File: src/rtl/fg_bbox_tracker_pkg.sv
`default_nettype none
// ============================================================================
//  Module      : fg_bbox_tracker_pkg
//  Description : Shared definitions for the foreground bounding-box tracker:
//                tracker state encoding, default window geometry and the
//                widths of screen counters, window coordinates and counts.
//  Ports       : none (package)
//  Revision    : 1.0  initial release
// ============================================================================
package fg_bbox_tracker_pkg;

    // Widths
    localparam int c_cnt_w   = 31;  // screen hCounter / vCounter
    localparam int c_coord_w = 8;   // window-local x / y
    localparam int c_count_w = 15;  // foreground pixel count

    // Default foreground-window size
    localparam int c_def_win_w = 160;
    localparam int c_def_win_h = 140;

    // Tracker state encoding
    localparam logic [1:0] c_st_idle       = 2'd0;
    localparam logic [1:0] c_st_wait_frame = 2'd1;
    localparam logic [1:0] c_st_accumulate = 2'd2;
    localparam logic [1:0] c_st_publish    = 2'd3;

    typedef enum logic [1:0] {
        ST_IDLE             = c_st_idle,
        ST_WAIT_4_NEW_FRAME = c_st_wait_frame,
        ST_ACCUMULATE       = c_st_accumulate,
        ST_PUBLISH          = c_st_publish
    } state_t;

    // Increment that sticks at the all-ones value instead of wrapping.
    function automatic logic [c_count_w-1:0] sat_inc(input logic [c_count_w-1:0] v);
        return (v == '1) ? v : v + 1'b1;
    endfunction

endpackage
`default_nettype wire

File: src/rtl/fg_bbox_tracker_coord_delay.sv
`default_nettype none
// ============================================================================
//  Module      : coord_delay
//  Description : DEPTH-stage register pipeline for the screen counters, so
//                that the counters line up with the foreground-mask bit that
//                was fetched using them DEPTH cycles earlier.
//  Ports       : clk, reset        - clock, asynchronous active-high reset
//                h_in, v_in        - live screen counters
//                h_out, v_out      - counters delayed by DEPTH cycles
//  Revision    : 1.0  initial release
// ============================================================================
module coord_delay
    import fg_bbox_tracker_pkg::*;
#(
    parameter int DEPTH = 1
) (
    input  logic               clk,
    input  logic               reset,
    input  logic [c_cnt_w-1:0] h_in,
    input  logic [c_cnt_w-1:0] v_in,
    output logic [c_cnt_w-1:0] h_out,
    output logic [c_cnt_w-1:0] v_out
);

    // All-ones lies far outside any window, so a freshly reset pipeline
    // can never be mistaken for a window pixel.
    localparam logic [c_cnt_w-1:0] c_sentinel = '1;

    logic [DEPTH-1:0][c_cnt_w-1:0] r_h;
    logic [DEPTH-1:0][c_cnt_w-1:0] r_v;

    always_ff @(posedge clk or posedge reset) begin
        if (reset) begin
            r_h <= {DEPTH{c_sentinel}};
            r_v <= {DEPTH{c_sentinel}};
        end else begin
            r_h[0] <= h_in;
            r_v[0] <= v_in;
            for (int i = 1; i < DEPTH; i++) begin
                r_h[i] <= r_h[i-1];
                r_v[i] <= r_v[i-1];
            end
        end
    end

    assign h_out = r_h[DEPTH-1];
    assign v_out = r_v[DEPTH-1];

endmodule
`default_nettype wire

File: src/rtl/fg_bbox_tracker.sv
`default_nettype none
// ============================================================================
//  Module      : fg_bbox_tracker
//  Description : Tracks the bounding box and pixel count of the foreground
//                mask inside a fixed screen window, one result per frame.
//  Ports       : clk, reset              - clock, async active-high reset
//                enable                  - tracking enable (level)
//                hCounter_in/vCounter_in - screen column / line counters
//                fg_in                   - mask bit, FG_LAT cycles behind
//                x_min/x_max/y_min/y_max - window-local box of last frame
//                fg_count                - foreground count of last frame
//                bbox_valid              - box holds a qualified result
//                frame_done              - one-cycle pulse on result update
//  Revision    : 1.0  initial release
// ============================================================================
module fg_bbox_tracker
    import fg_bbox_tracker_pkg::*;
#(
    parameter int H_OFF     = 340,
    parameter int V_OFF     = 0,
    parameter int WIN_W     = c_def_win_w,
    parameter int WIN_H     = c_def_win_h,
    parameter int FG_LAT    = 1,
    parameter int MIN_COUNT = 64
) (
    input  logic                 clk,
    input  logic                 reset,
    input  logic                 enable,
    input  logic [c_cnt_w-1:0]   hCounter_in,
    input  logic [c_cnt_w-1:0]   vCounter_in,
    input  logic                 fg_in,
    output logic [c_coord_w-1:0] x_min,
    output logic [c_coord_w-1:0] x_max,
    output logic [c_coord_w-1:0] y_min,
    output logic [c_coord_w-1:0] y_max,
    output logic [c_count_w-1:0] fg_count,
    output logic                 bbox_valid,
    output logic                 frame_done
);

    localparam logic [c_cnt_w-1:0]   c_h_off     = c_cnt_w'(H_OFF);
    localparam logic [c_cnt_w-1:0]   c_v_off     = c_cnt_w'(V_OFF);
    localparam logic [c_cnt_w-1:0]   c_win_w     = c_cnt_w'(WIN_W);
    localparam logic [c_cnt_w-1:0]   c_win_h     = c_cnt_w'(WIN_H);
    localparam logic [c_coord_w-1:0] c_x_last    = c_coord_w'(WIN_W - 1);
    localparam logic [c_coord_w-1:0] c_y_last    = c_coord_w'(WIN_H - 1);
    localparam logic [c_count_w-1:0] c_min_count = c_count_w'(MIN_COUNT);

    logic [c_cnt_w-1:0]   w_h_dly, w_v_dly, w_h_rel, w_v_rel;
    logic [c_coord_w-1:0] w_x, w_y;
    logic                 w_in_win, w_first, w_last, w_hit;
    logic                 w_load, w_accum, w_publish, w_qualified;

    state_t r_state, w_state_nxt;

    logic [c_coord_w-1:0] r_x_min, r_x_max, r_y_min, r_y_max;
    logic [c_count_w-1:0] r_cnt;

    coord_delay #(
        .DEPTH (FG_LAT)
    ) u_coord_delay (
        .clk   (clk),
        .reset (reset),
        .h_in  (hCounter_in),
        .v_in  (vCounter_in),
        .h_out (w_h_dly),
        .v_out (w_v_dly)
    );

    // Window test on the delayed counters; the subtraction wraps for
    // counters left of/above the window, hence the separate >= checks.
    assign w_h_rel  = w_h_dly - c_h_off;
    assign w_v_rel  = w_v_dly - c_v_off;
    assign w_in_win = (w_h_dly >= c_h_off) && (w_h_rel < c_win_w) &&
                      (w_v_dly >= c_v_off) && (w_v_rel < c_win_h);
    assign w_x      = w_h_rel[c_coord_w-1:0];
    assign w_y      = w_v_rel[c_coord_w-1:0];
    assign w_first  = w_in_win && (w_x == '0) && (w_y == '0);
    assign w_last   = w_in_win && (w_x == c_x_last) && (w_y == c_y_last);
    assign w_hit    = w_in_win && fg_in;

    // A window origin seen in any tracking state starts a fresh frame; in
    // ACCUMULATE this also drops a frame whose last pixel never arrived.
    assign w_load    = enable && w_first && (r_state != ST_IDLE);
    assign w_accum   = enable && (r_state == ST_ACCUMULATE) && w_hit && !w_first;
    assign w_publish = enable && (r_state == ST_PUBLISH);
    assign w_qualified = (r_cnt >= c_min_count);

    always_ff @(posedge clk or posedge reset) begin
        if (reset) begin
            r_state <= ST_IDLE;
        end else begin
            r_state <= w_state_nxt;
        end
    end

    always_comb begin
        w_state_nxt = r_state;
        if (!enable) begin
            w_state_nxt = ST_IDLE;
        end else begin
            case (r_state)
                ST_IDLE:             w_state_nxt = ST_WAIT_4_NEW_FRAME;
                ST_WAIT_4_NEW_FRAME: if (w_first) w_state_nxt = ST_ACCUMULATE;
                ST_ACCUMULATE:       if (w_last)  w_state_nxt = ST_PUBLISH;
                ST_PUBLISH:          w_state_nxt = w_first ? ST_ACCUMULATE
                                                           : ST_WAIT_4_NEW_FRAME;
                default:             w_state_nxt = ST_IDLE;
            endcase
        end
    end

    // Running box: min starts at all-ones and max at zero so the first
    // foreground pixel overwrites both.
    always_ff @(posedge clk or posedge reset) begin
        if (reset) begin
            r_x_min <= '1;
            r_x_max <= '0;
            r_y_min <= '1;
            r_y_max <= '0;
            r_cnt   <= '0;
        end else if (!enable || r_state == ST_IDLE) begin
            r_x_min <= '1;
            r_x_max <= '0;
            r_y_min <= '1;
            r_y_max <= '0;
            r_cnt   <= '0;
        end else if (w_load) begin
            r_x_min <= fg_in ? w_x : '1;
            r_x_max <= fg_in ? w_x : '0;
            r_y_min <= fg_in ? w_y : '1;
            r_y_max <= fg_in ? w_y : '0;
            r_cnt   <= fg_in ? c_count_w'(1) : '0;
        end else if (w_accum) begin
            if (w_x < r_x_min) r_x_min <= w_x;
            if (w_x > r_x_max) r_x_max <= w_x;
            if (w_y < r_y_min) r_y_min <= w_y;
            if (w_y > r_y_max) r_y_max <= w_y;
            r_cnt <= sat_inc(r_cnt);
        end
    end

    always_ff @(posedge clk or posedge reset) begin
        if (reset) begin
            x_min      <= '0;
            x_max      <= '0;
            y_min      <= '0;
            y_max      <= '0;
            fg_count   <= '0;
            bbox_valid <= 1'b0;
            frame_done <= 1'b0;
        end else begin
            frame_done <= w_publish;
            if (w_publish) begin
                fg_count   <= r_cnt;
                bbox_valid <= w_qualified;
                x_min      <= w_qualified ? r_x_min : '0;
                x_max      <= w_qualified ? r_x_max : '0;
                y_min      <= w_qualified ? r_y_min : '0;
                y_max      <= w_qualified ? r_y_max : '0;
            end
        end
    end

endmodule
`default_nettype wire

File: config.mk
export PLATFORM = sky130hd
export DESIGN_NAME = fg_bbox_tracker
export DESIGN_NICKNAME = d
export VERILOG_FILES = /design/src/rtl/fg_bbox_tracker_pkg.sv /design/src/rtl/fg_bbox_tracker_coord_delay.sv /design/src/rtl/fg_bbox_tracker.sv
export SDC_FILE = /design/constraint.sdc
export NUM_CORES = 1
export LEC_CHECK = 0
export CAP_MARGIN = 20
export CORE_ASPECT_RATIO = 1.5
export CORE_MARGIN = 2
export CORE_UTILIZATION = 54
export CTS_CLUSTER_DIAMETER = 100
export DETAILED_ROUTE_END_ITERATION = 12
export GPL_ROUTABILITY_DRIVEN = 0
export PLACE_DENSITY = 0.8
export SYNTH_ARGS = -nofsm -noshare
export SYNTH_HDL_FRONTEND = slang
export SYNTH_HIERARCHICAL = 1
export SYNTH_SLANG_ARGS = --single-unit
File: constraint.sdc
create_clock -name clk -period 4 [get_ports clk]
set_input_delay 0.8 -clock clk [delete_from_list [all_inputs] [get_ports clk]]
set_output_delay 0.8 -clock clk [all_outputs]
set_load 0.05 [all_outputs]
Word-level counts from Yosys, hierarchy flattened

Cells that the tools add are included.

Bits in registers: 160
Input port bits: 66
Output and inout port bits: 49
Logic and storage cells: 101

Add/sub/neg operators: 2
Magnitude comparators: 9
Eq/ne operators: 9
Multiplexer cells: 34
Reduce and logical (&&, ||, !) cells: 32

Operator list:

| operator                | number |
|---|---|
| $mux W8                 | 24 |
| $lt A31 B8 Y1 const B   | 2 |
| $mux W15                | 4 |
| $ge A31 B1 Y1 const B   | 1 |
| $ge A31 B9 Y1 const B   | 1 |
| $sub A31 B9 Y31 const B | 1 |
| $eq A8 B8 Y1 const B    | 2 |
| $gt A8 B8 Y1            | 2 |
| $logic_not A8 Y1        | 2 |
| $lt A8 B8 Y1            | 2 |
| $add A15 B1 Y15 const B | 1 |
| $eq A15 B15 Y1 const B  | 1 |
| $ge A15 B7 Y1 const B   | 1 |
| $reduce_bool A3 Y1      | 5 |
| $logic_and A1 B1 Y1     | 14 |
| $reduce_and A2 Y1       | 6 |
| $ne A3 B3 Y1 const B    | 3 |
| $mux W2                 | 4 |
| $pmux W2 S4             | 1 |
| $eq A2 B2 Y1 const B    | 2 |
| $eq A2 B1 Y1 const B    | 1 |
| $logic_not A1 Y1        | 2 |
| $logic_not A2 Y1        | 1 |
| $reduce_bool A2 Y1      | 1 |
| other kinds (2)         | 2 |

Logic depth before layout (Yosys ltp)

Gate-level depths: netlist (run 1).

Depth in word-level cells: 12
Mapped depth: 13
Depth with buffers taken out: 12

Hierarchy

Netlist (run 1), hierarchy kept.

By module, submodules not included:

| module          | times used | cells each | area an instance (sq um) | sequential area each (sq um) |
|---|---|---|---|---|
| fg_bbox_tracker | 1          | 625        | 5957.0                   | 2472.4 |
| coord_delay     | 1          | 63         | 1632.8                   | 1629.1 |

Worst setup path after synthesis (run 1)

OpenSTA, ideal clock, no wires.

Kind: register -> register
Start: register u_coord_delay.r_h, in the netlist u_coord_delay/h_out[2]
End: register r_cnt[4]
Library setup time: 0.129 ns
Arrival time: 2.901 ns
Path slack: 0.971 ns
Cell stages (with the launch flop): 13
Path buffers: 2
Clock period less this slack: 3.029 ns
Cell sequence: dfstp_2 > inv_1 > ha_1 > buf_2 > nor2b_4 > o2111ai_1 > and4_1 > or2_2 > nand4b_1 > or4b_1 > buf_2 > nand3_1 > mux2i_1

Cells in the longest elaborated chain, start to end: 11
Elaborated cells on any way between the ends: 20
Those cells by class: 1 x add/sub; 2 x order compare; 1 x eq/ne; 2 x mux; 14 x reduce/logical

RTL lines:

| what                                                           | line                                         | RTL |
|---|---|---|
| from (decl)                                                    | fg_bbox_tracker_coord_delay.sv:29            | `logic [DEPTH-1:0][c_cnt_w-1:0] r_h;` |
| from (signal assigned)                                         | fg_bbox_tracker_coord_delay.sv:34            | `r_h <= {DEPTH{c_sentinel}};` |
| from (signal, indexed assignment)                              | fg_bbox_tracker_coord_delay.sv:40            | `r_h[i] <= r_h[i-1];` |
| $sub A31 B9 Y31                                                | fg_bbox_tracker.sv:72                        | `assign w_h_rel = w_h_dly - c_h_off;` |
| $lt A31 B8 Y1                                                  | fg_bbox_tracker.sv:74                        | `assign w_in_win = (w_h_dly >= c_h_off) && (w_h_rel < c_win_w) &&` |
| $logic_and A1 B1 Y1 (2 in a row)                               | fg_bbox_tracker.sv:74                        |  |
| $logic_and A1 B1 Y1                                            | fg_bbox_tracker.sv:75                        | `(w_v_dly >= c_v_off) && (w_v_rel < c_win_h);` |
| $logic_and A1 B1 Y1 (2 in a row)                               | fg_bbox_tracker.sv:78                        | `assign w_first = w_in_win && (w_x == '0) && (w_y == '0);` |
| $logic_and A1 B1 Y1 / $logic_not A1 Y1 (equally long branches) | fg_bbox_tracker.sv:84, fg_bbox_tracker.sv:85 |  |
| $logic_and A1 B1 Y1 (on tied branches)                         | fg_bbox_tracker.sv:84, fg_bbox_tracker.sv:85 |  |
| $ne A3 B3 Y1 (no line), or another cell as far along           | --                                           |  |
| $reduce_and A2 Y1 (no line) / $mux W15 (equally long branches) | --                                           |  |
| to (signal assigned)                                           | fg_bbox_tracker.sv:133                       | `r_cnt <= fg_in ? c_count_w'(1) : '0;` |
| to (signal assigned)                                           | fg_bbox_tracker.sv:139                       | `r_cnt <= sat_inc(r_cnt);` |
| to (decl)                                                      | fg_bbox_tracker.sv:57                        | `logic [c_count_w-1:0] r_cnt;` |

Parallel ways exist; a longest one is shown, timed or not.
A chain may end at the register's enable or synchronous reset.

Worst setup path after layout (run 1)

Start: register u_coord_delay.r_h, in the netlist u_coord_delay/h_out[2]
End: register r_cnt[7]

The elaborated chain is that of the path after synthesis.

==> summary.md, run 1 <==
| Metric | Value |
|---|---|
| Status | `finished, final reports clean` |
| 1st-iter DRT viols | `approximately 380` |
| Ratio of cells with drive above 1 in the final layout | `18.4%` |
| Routed Antenna Nets | `0` |
| Seq pwr share | `between 40% and 50%` |
| Clock sink total | `160` |
| Critical path class | `reg -> reg` |
| Die Ht | `around 150 microns` |
| Comb pwr share | `7.4%` |
| Hold Fails Final Rpt | `0` |
| CTS root buffer | `clkbuf_16` |
| Number of synthesized flops with an enable pin | `0` |
| Crit-path max FO | `13` |
| Fillers | `between 900 and 1k` |
| Global-route wire length before repair | `between 20000 and 30000 microns` |
| Dominant synthesized flop cell | `dfrtp_1` |
| Mapped cell area | `between 7000 and 8000 sq um` |
| DRC | `0` |
| Post-synth top area cell | `dfrtp_1` |
| Seq cells post-synth | `160` |
| Top cell type's share of synthesized area | `about 27%` |
| PD cells | `between 300 and 400 nW/um^2` |
| CTS Buf Count | `17` |
| Global route total overflow | `0` |
| Core area | `between 10000 and 15000 sq um` |
| Count leader, synth | `dfrtp_1` |
| Hold slack | `~0.48 ns` |
| Critical path's top delay family | `simple AND/OR/NAND/NOR gates` |
| # rows | `53` |
| Bufs and invs on worst path | `1` |
| Post-synthesis sequential area ratio | `a little over half` |
| Least-Margin Pin Slew | `about 0.99 ns` |
| DR WL/cell | `about 18 microns` |
| Yosys cell types | `67` |
| Avg Cell Area, Syn | `between 10 and 15 sq um` |
| CP most frequent cell | `nand2_1` |
| Clk slew on worst S/H paths | `0.07 ns` |
| Post-CTS setup buffers | `0` |
| Most frequent cells after synthesis | `82 x dfrtp_1, 78 x dfstp_2, 58 x nor2_1` |
| Vias in the first global route | `6058` |
| I/O Buffers | `roughly 110` |
| Routed vias/inst | `slightly above 6` |
| Fmax achieved | `279 MHz` |
| Initial DRT Pass Iterations | `5` |
| Final Skew | `about 0.0096 ns` |
| Pins Over Slew Limit | `0` |
| Net Sw Frac | `roughly 24%` |
| Syn nets | `a little under 800` |
| H-tree lvl count | `4` |
| Tmin final | `around 3.6 ns` |
| Initial antenna violation count | `0` |
| Num ports | `roughly 120` |
| Internal Power | `0.00267 W` |
| Synthesized instance count | `roughly 690` |
| Rel. slew slack | `34.0%` |
| Critical path arrival | `3.88 ns` |
| Critical-path top delay cell | `or4b_1` |
| Gr usage total | `24.6%` |
| Clock power share | `a little over two fifths` |
| Worst VDD drop | `0.000258 V` |
| Yosys warns | `6` |
| Clock Tree Buf Depth | `2` |
| RSZ-0062 raised after global routing | `false` |
| Switching power | `~0.00086 W` |
| Setup violators final | `0` |
| Post-Route WL | `between 15000 and 20000 microns` |
| Routed via count | `roughly 5.9k` |
| Static leakage | `roughly 4.1 nW` |
| Max Cap Viol | `0` |
| Period utilization | `~90%` |
| Startpoint Class | `flip-flop` |
| Largest net degree at the start of global routing | `about 100` |
| Latest clock arrival within the worst-skew pair | `between 0.4 and 0.5 ns` |
| Critical path data required time | `4.30 ns` |
| Critical-path cell list | `inv_1 -> ha_1 -> nor2b_4 -> o2111ai_1 -> nand2_1 -> or4_1 -> o311a_1 -> or4b_1 -> nand2_1 -> a21oi_1` |
| Worst Setup End Kind | `flip-flop` |
| CTS tree | `built` |
| Area grow syn2layout | `24.9%` |
| Die Wd | `just over 100 microns` |
| Die Footprint | `15000 sq um` |
| CP peak stage delay | `between 0.7 and 0.8 ns` |
| Post_cts resized | `0` |
| Setup_tns | `0 ns` |
| Min-delay worst type | `reg -> reg` |
| Detailed placer's ending HPWL | `between 10000 and 15000 microns` |
| Cts hold-fix bufs | `0` |
| Final #Nets | `~900` |
| Initial Utilization | `between 50% and 60%` |
| Synth top area cells | `dfrtp_1 27%, dfstp_2 27%, ha_1 5.6%` |
| Ys async rst share | `between 90% and 100%` |
| Antenna Cells | `0` |
## cell type report
cell class	count	area [sq um]	area share, %
Timing Repair Buffer	124	1240	13.1
Multi-Input combinational cell	454	3200	33.7
Clock inverter	13	130	1.37
Sequential cell	160	4100	43.3
Clock buffer	19	433	4.57
Inverter	45	170	1.80
Tap cell	165	206	2.18
## cell families (layout without fill, tap and decap cells)
family	after synthesis	in the layout	synth area share, %
buffers and inverters	74	201	4.01
xor gates and xnor gates	5	5	0.577
adders and majority gates	34	34	5.61
and+or+nand+nor	235	235	16.4
AOI/OAI and AO/OA	128	128	12.3
DFF	160	160	54.0
muxes	52	52	7.09
## layout by cell type (no fill, tap or decap), drive strengths merged, types with 10 or more instances in the layout
cell	synthesis	layout
a21o	10	10
a21oi	24	24
a22o	32	32
buf	9	10
clkbuf	20	19
clkdlybuf4s50	0	114
dfrtp	82	82
dfstp	78	78
ha	34	34
inv	45	50
mux2	14	14
mux2i	38	38
nand2	52	52
nand3	22	22
nand4	19	19
nor2	58	58
nor3	13	13
nor4	14	14
o21ai	22	22
## worst register-to-register path, delay by kind of cell (launching register included)
kind            cells  cell delay [ns]
buf+inv             1             0.14
compound gates      3             0.72
fa+ha+maj           1             0.37
simple gates        5             1.84
flops               1             0.39
## power groups by stage
stage               clock network [W]  registers, W  logic (W)
global placement                    0       0.00174   0.000246
detailed placement                  0       0.00174   0.000256
CTS                           0.00158       0.00172   0.000258
floorplan                           0       0.00173   0.000149
finish                        0.00155       0.00172   0.000260
global route                  0.00165       0.00172   0.000290
## flip-flops by register name, summed over array words and instances (netlist names)
name / count
x_min: 8
r_cnt: 15
y_max: 8
r_x_max: 8
r_y_max: 8
r_y_min: 8
r_state: 2
bbox_valid: 1
r_x_min: 8
u_coord_delay/v_out: 31
x_max: 8
u_coord_delay/h_out: 31
frame_done: 1
fg_count: 15
y_min: 8
## metrics by stage
| stage | std cells | setup WS, ns | total power, W | util [%] | area (sq um) |
|---|---|---|---|---|---|
| finish | 980 | 0.419 | 0.00353 | 68.4 | 9480 |
| global route | 980 | 0.149 | 0.00366 | 68.4 | 9480 |
| CTS | 979 | 0.418 | 0.00355 | 68.2 | 9460 |
| detailed placement | 947 | 0.469 | 0.00200 | 64.2 | 8890 |
| global placement | 947 | 0.630 | 0.00199 | 64.2 | 8890 |
| floorplan | 688 | 0.664 | 0.00188 | - | 7590 |
## path summary, 6_finish.rpt
kind,to,startpoint,slack (ns),cells after the start
max in group asynchronous,u_coord_delay/h_out[3],reset,2.56,3
min,bbox_valid,bbox_valid,0.48,1
max,r_cnt[7],u_coord_delay/h_out[2],0.42,10
max reg2reg,r_cnt[7],u_coord_delay/h_out[2],0.42,10
min reg2reg,bbox_valid,bbox_valid,0.48,1
min in group asynchronous,r_y_max[7],reset,0.85,3
## per-layer routing
metal  up-vias  routed length (microns)  GRT usage (%)
met3        46                      944           5.15
met2       241                     9320           43.7
met5         -                        0              0
li1       2703                        -              -
met1      2922                     6690           28.4
met4         0                      469           10.4
Power figures use the tool's default switching activity.
==> run 2, diff against run 1 <==
Settings changed: CORE_UTILIZATION 54 to 59, PLACE_DENSITY 0.8 to 0.86.
Clock period 4 ns to 4.5 ns, I/O delays scaled along.
==> summary.md, run 2 (synthesis gave the netlist of run 1 again) <==
| Metric | Value |
|---|---|
| Clock power share | `45.2% (+1.3 points)` |
| Global route total overflow | `0 (unchanged)` |
| Worst Min Path Start | `fg_count[1]` |
| Placed cell areas | `8870 sq um (-0.27%)` |
| CP peak stage delay | `0.71 ns (about the same)` |
| Least-Margin Pin Slew | `1.06 ns (+0.0689 ns)` |
| Global-route wire length before repair | `29900 microns (+3.6%)` |
| Worst Reg-to-Reg Cells | `10 (unchanged)` |
| Tmin final | `4.05 ns (+0.467 ns)` |
| R2R Path Start | `u_coord_delay/h_out[2]` |
| Status | `finished, final reports clean` |
| Crit-path max FO | `14 (+1)` |
| Die Footprint | `13800 sq um (-8.2%)` |
| Min-delay worst type | `reg -> reg` |
| Fillers | `800 (-19%)` |
| Crit path depth | `10 (unchanged)` |
| Net Sw Frac | `24.3% (about the same)` |
| Worst VDD drop | `0.000274 V (+6.3%)` |
| Post-CTS setup buffers | `0 (unchanged)` |
| Hold slack | `0.483 ns (+0.00268 ns)` |
| Antenna Cells | `0 (unchanged)` |
| Cts hold-fix bufs | `0 (unchanged)` |
| Worst Hold Depth | `2 (+1)` |
| Latest clock arrival within the worst-skew pair | `0.43 ns (about the same)` |
| Hold Fails Final Rpt | `0 (unchanged)` |
| Fmax achieved | `247 MHz (-12%)` |
| Routed Antenna Nets | `0 (unchanged)` |
| Num ports | `115 (unchanged)` |
| # rows | `50 (-5.7%)` |
| Setup crit start | `u_coord_delay/h_out[2]` |
| Core area | `12500 sq um (-9.7%)` |
| CP endpoint | `r_x_min[0]` |
| Critical path data required time | `4.84 ns (+0.54 ns)` |
| Initial antenna violation count | `0 (unchanged)` |
| Bufs and invs on worst path | `1 (unchanged)` |
| Critical-path top delay cell | `nand4bb_1` |
| Initial DRT Pass Iterations | `5 (unchanged)` |
| Area grow syn2layout | `25.1%` |
| Worst Setup End Kind | `flip-flop` |
| Period utilization | `90.0% (+0.43 points)` |
| Die Wd | `96.6 microns (-4.2%)` |
| Vias in the first global route | `6309 (+4.1%)` |
| Clk slew on worst S/H paths | `0.07 ns (about the same)` |
| Routed vias/inst | `6.18 (+2.4%)` |
| Post_cts resized | `0 (unchanged)` |
| PnR worst setup slack | `0.452 ns (+0.0332 ns)` |
| Rel. slew slack | `28.6% (-5.4 points)` |
| DRC | `0 (unchanged)` |
| Die Ht | `143 microns (-4.2%)` |
| Gr usage total | `26.9% (+2.3 points)` |
| Initial Utilization | `60.7% (+5.9 points)` |
| Switching power | `0.000779 W (-9.0%)` |
| Largest net degree at the start of global routing | `63 (-36%)` |
| Most common cell after layout, fill and taps aside | `clkdlybuf4s50_1` |
| Final Instance Area | `9490 sq um (+0.16%)` |
| RSZ-0062 raised after global routing | `false` |
| I/O Buffers | `114 (unchanged)` |
| Pins Over Slew Limit | `0 (unchanged)` |
| Clock Tree Buf Depth | `2 (unchanged)` |
| Critical-path cell list | `inv_1 -> ha_1 -> nor2b_4 -> o2111ai_1 -> nand2_1 -> or4_1 -> o311a_1 -> nand4bb_1 -> o21bai_1 -> mux2i_1` |
| Routed via count | `6001 (+1.5%)` |
| Static leakage | `4.15 nW (+0.68%)` |
| CTS root buffer | `clkbuf_16` |
| Setup_tns | `0 ns (unchanged)` |
| Max Cap Viol | `0 (unchanged)` |
| 1st-iter DRT viols | `434 (+16%)` |
| Setup violators final | `0 (unchanged)` |
| Startpoint Class | `flip-flop` |
| H-tree lvl count | `4 (unchanged)` |
| Detailed placer's ending HPWL | `12900 microns (+2.2%)` |
| DR WL/cell | `18.5 microns (+4.3%)` |
| Post-Place Setup Slack | `0.478 ns (+0.00950 ns)` |
| Ratio of cells with drive above 1 in the final layout | `18.7% (+0.25 points)` |
| Seq pwr share | `47.6% (-1.1 points)` |
| Critical path arrival | `4.38 ns (+0.50 ns)` |
| Final #Nets | `902 (unchanged)` |
| CTS tree | `built` |
| Worst reg2reg endpoint | `r_x_min[0]` |
| Comb pwr share | `7.2% (-0.2 points)` |
| Final Skew | `0.0126 ns (+0.00300 ns)` |
| Critical path class | `reg -> reg` |
| Clock sink total | `160 (unchanged)` |
| CTS Buf Count | `17 (unchanged)` |
| Slack of the worst reg-to-reg path | `0.45 ns (+0.03 ns)` |
| Post-Route WL | `18000 microns (+3.3%)` |
| Critical path's top delay family | `simple AND/OR/NAND/NOR gates` |
| Internal Power | `0.00243 W (-9.0%)` |
| Most frequent cells in the layout | `114 x clkdlybuf4s50_1, 82 x dfrtp_1, 78 x dfstp_2` |
| PD cells | `338 nW/um^2 (-9.2%)` |
-- run 2: power groups by stage --
stage	Clock, W	Sequential (W)	Combinational (W)
6_report	0.00145	0.00153	0.000231
5_1_grt	0.00152	0.00153	0.000257
4_1_cts	0.00146	0.00153	0.000229
3_5_place_dp	0	0.00155	0.000226
3_3_place_gp	0	0.00155	0.000217
2_1_floorplan	0	0.00153	0.000133
-- run 2: area by class of cell --
cell class | count | area (sq um) | area share, %
inverter | 45 | 170 | 1.79
timing repair buffer | 124 | 1230 | 12.9
clock buffer | 19 | 464 | 4.89
sequential | 160 | 4100 | 43.2
multi-input combinational | 454 | 3200 | 33.7
tap | 156 | 195 | 2.06
clock inverter | 13 | 138 | 1.45
-- run 2: worst min path at each step --
stage                        to
global placement     bbox_valid
detailed placement  fg_count[1]
floorplan              x_max[1]
CTS                 fg_count[1]
finish              fg_count[1]
global route         bbox_valid
-- run 2: per-layer routing --
layer	vias up	part of all wire [%]	track usage, %
met3	65	5.3	4.94
met4	0	3.8	15.1
li1	2719	-	-
met1	2925	37	29.6
met2	292	54	48.9
met5	-	0	0
-- run 2: per-stage QoR --
stage	power (W)	utilization [%]	instances
after CTS	0.00321	75.7	970
after global placement	0.00176	70.9	938
final	0.00321	75.9	971
after detailed placement	0.00178	70.9	938
after floorplan	0.00167	-	688
after global routing	0.00331	75.9	971
-- run 2: tightest hold or removal path: stages (launching register included) --
cell and delay, ns:
dfrtp_1 0.34, nand2_1 0.04, o21ai_0 0.06
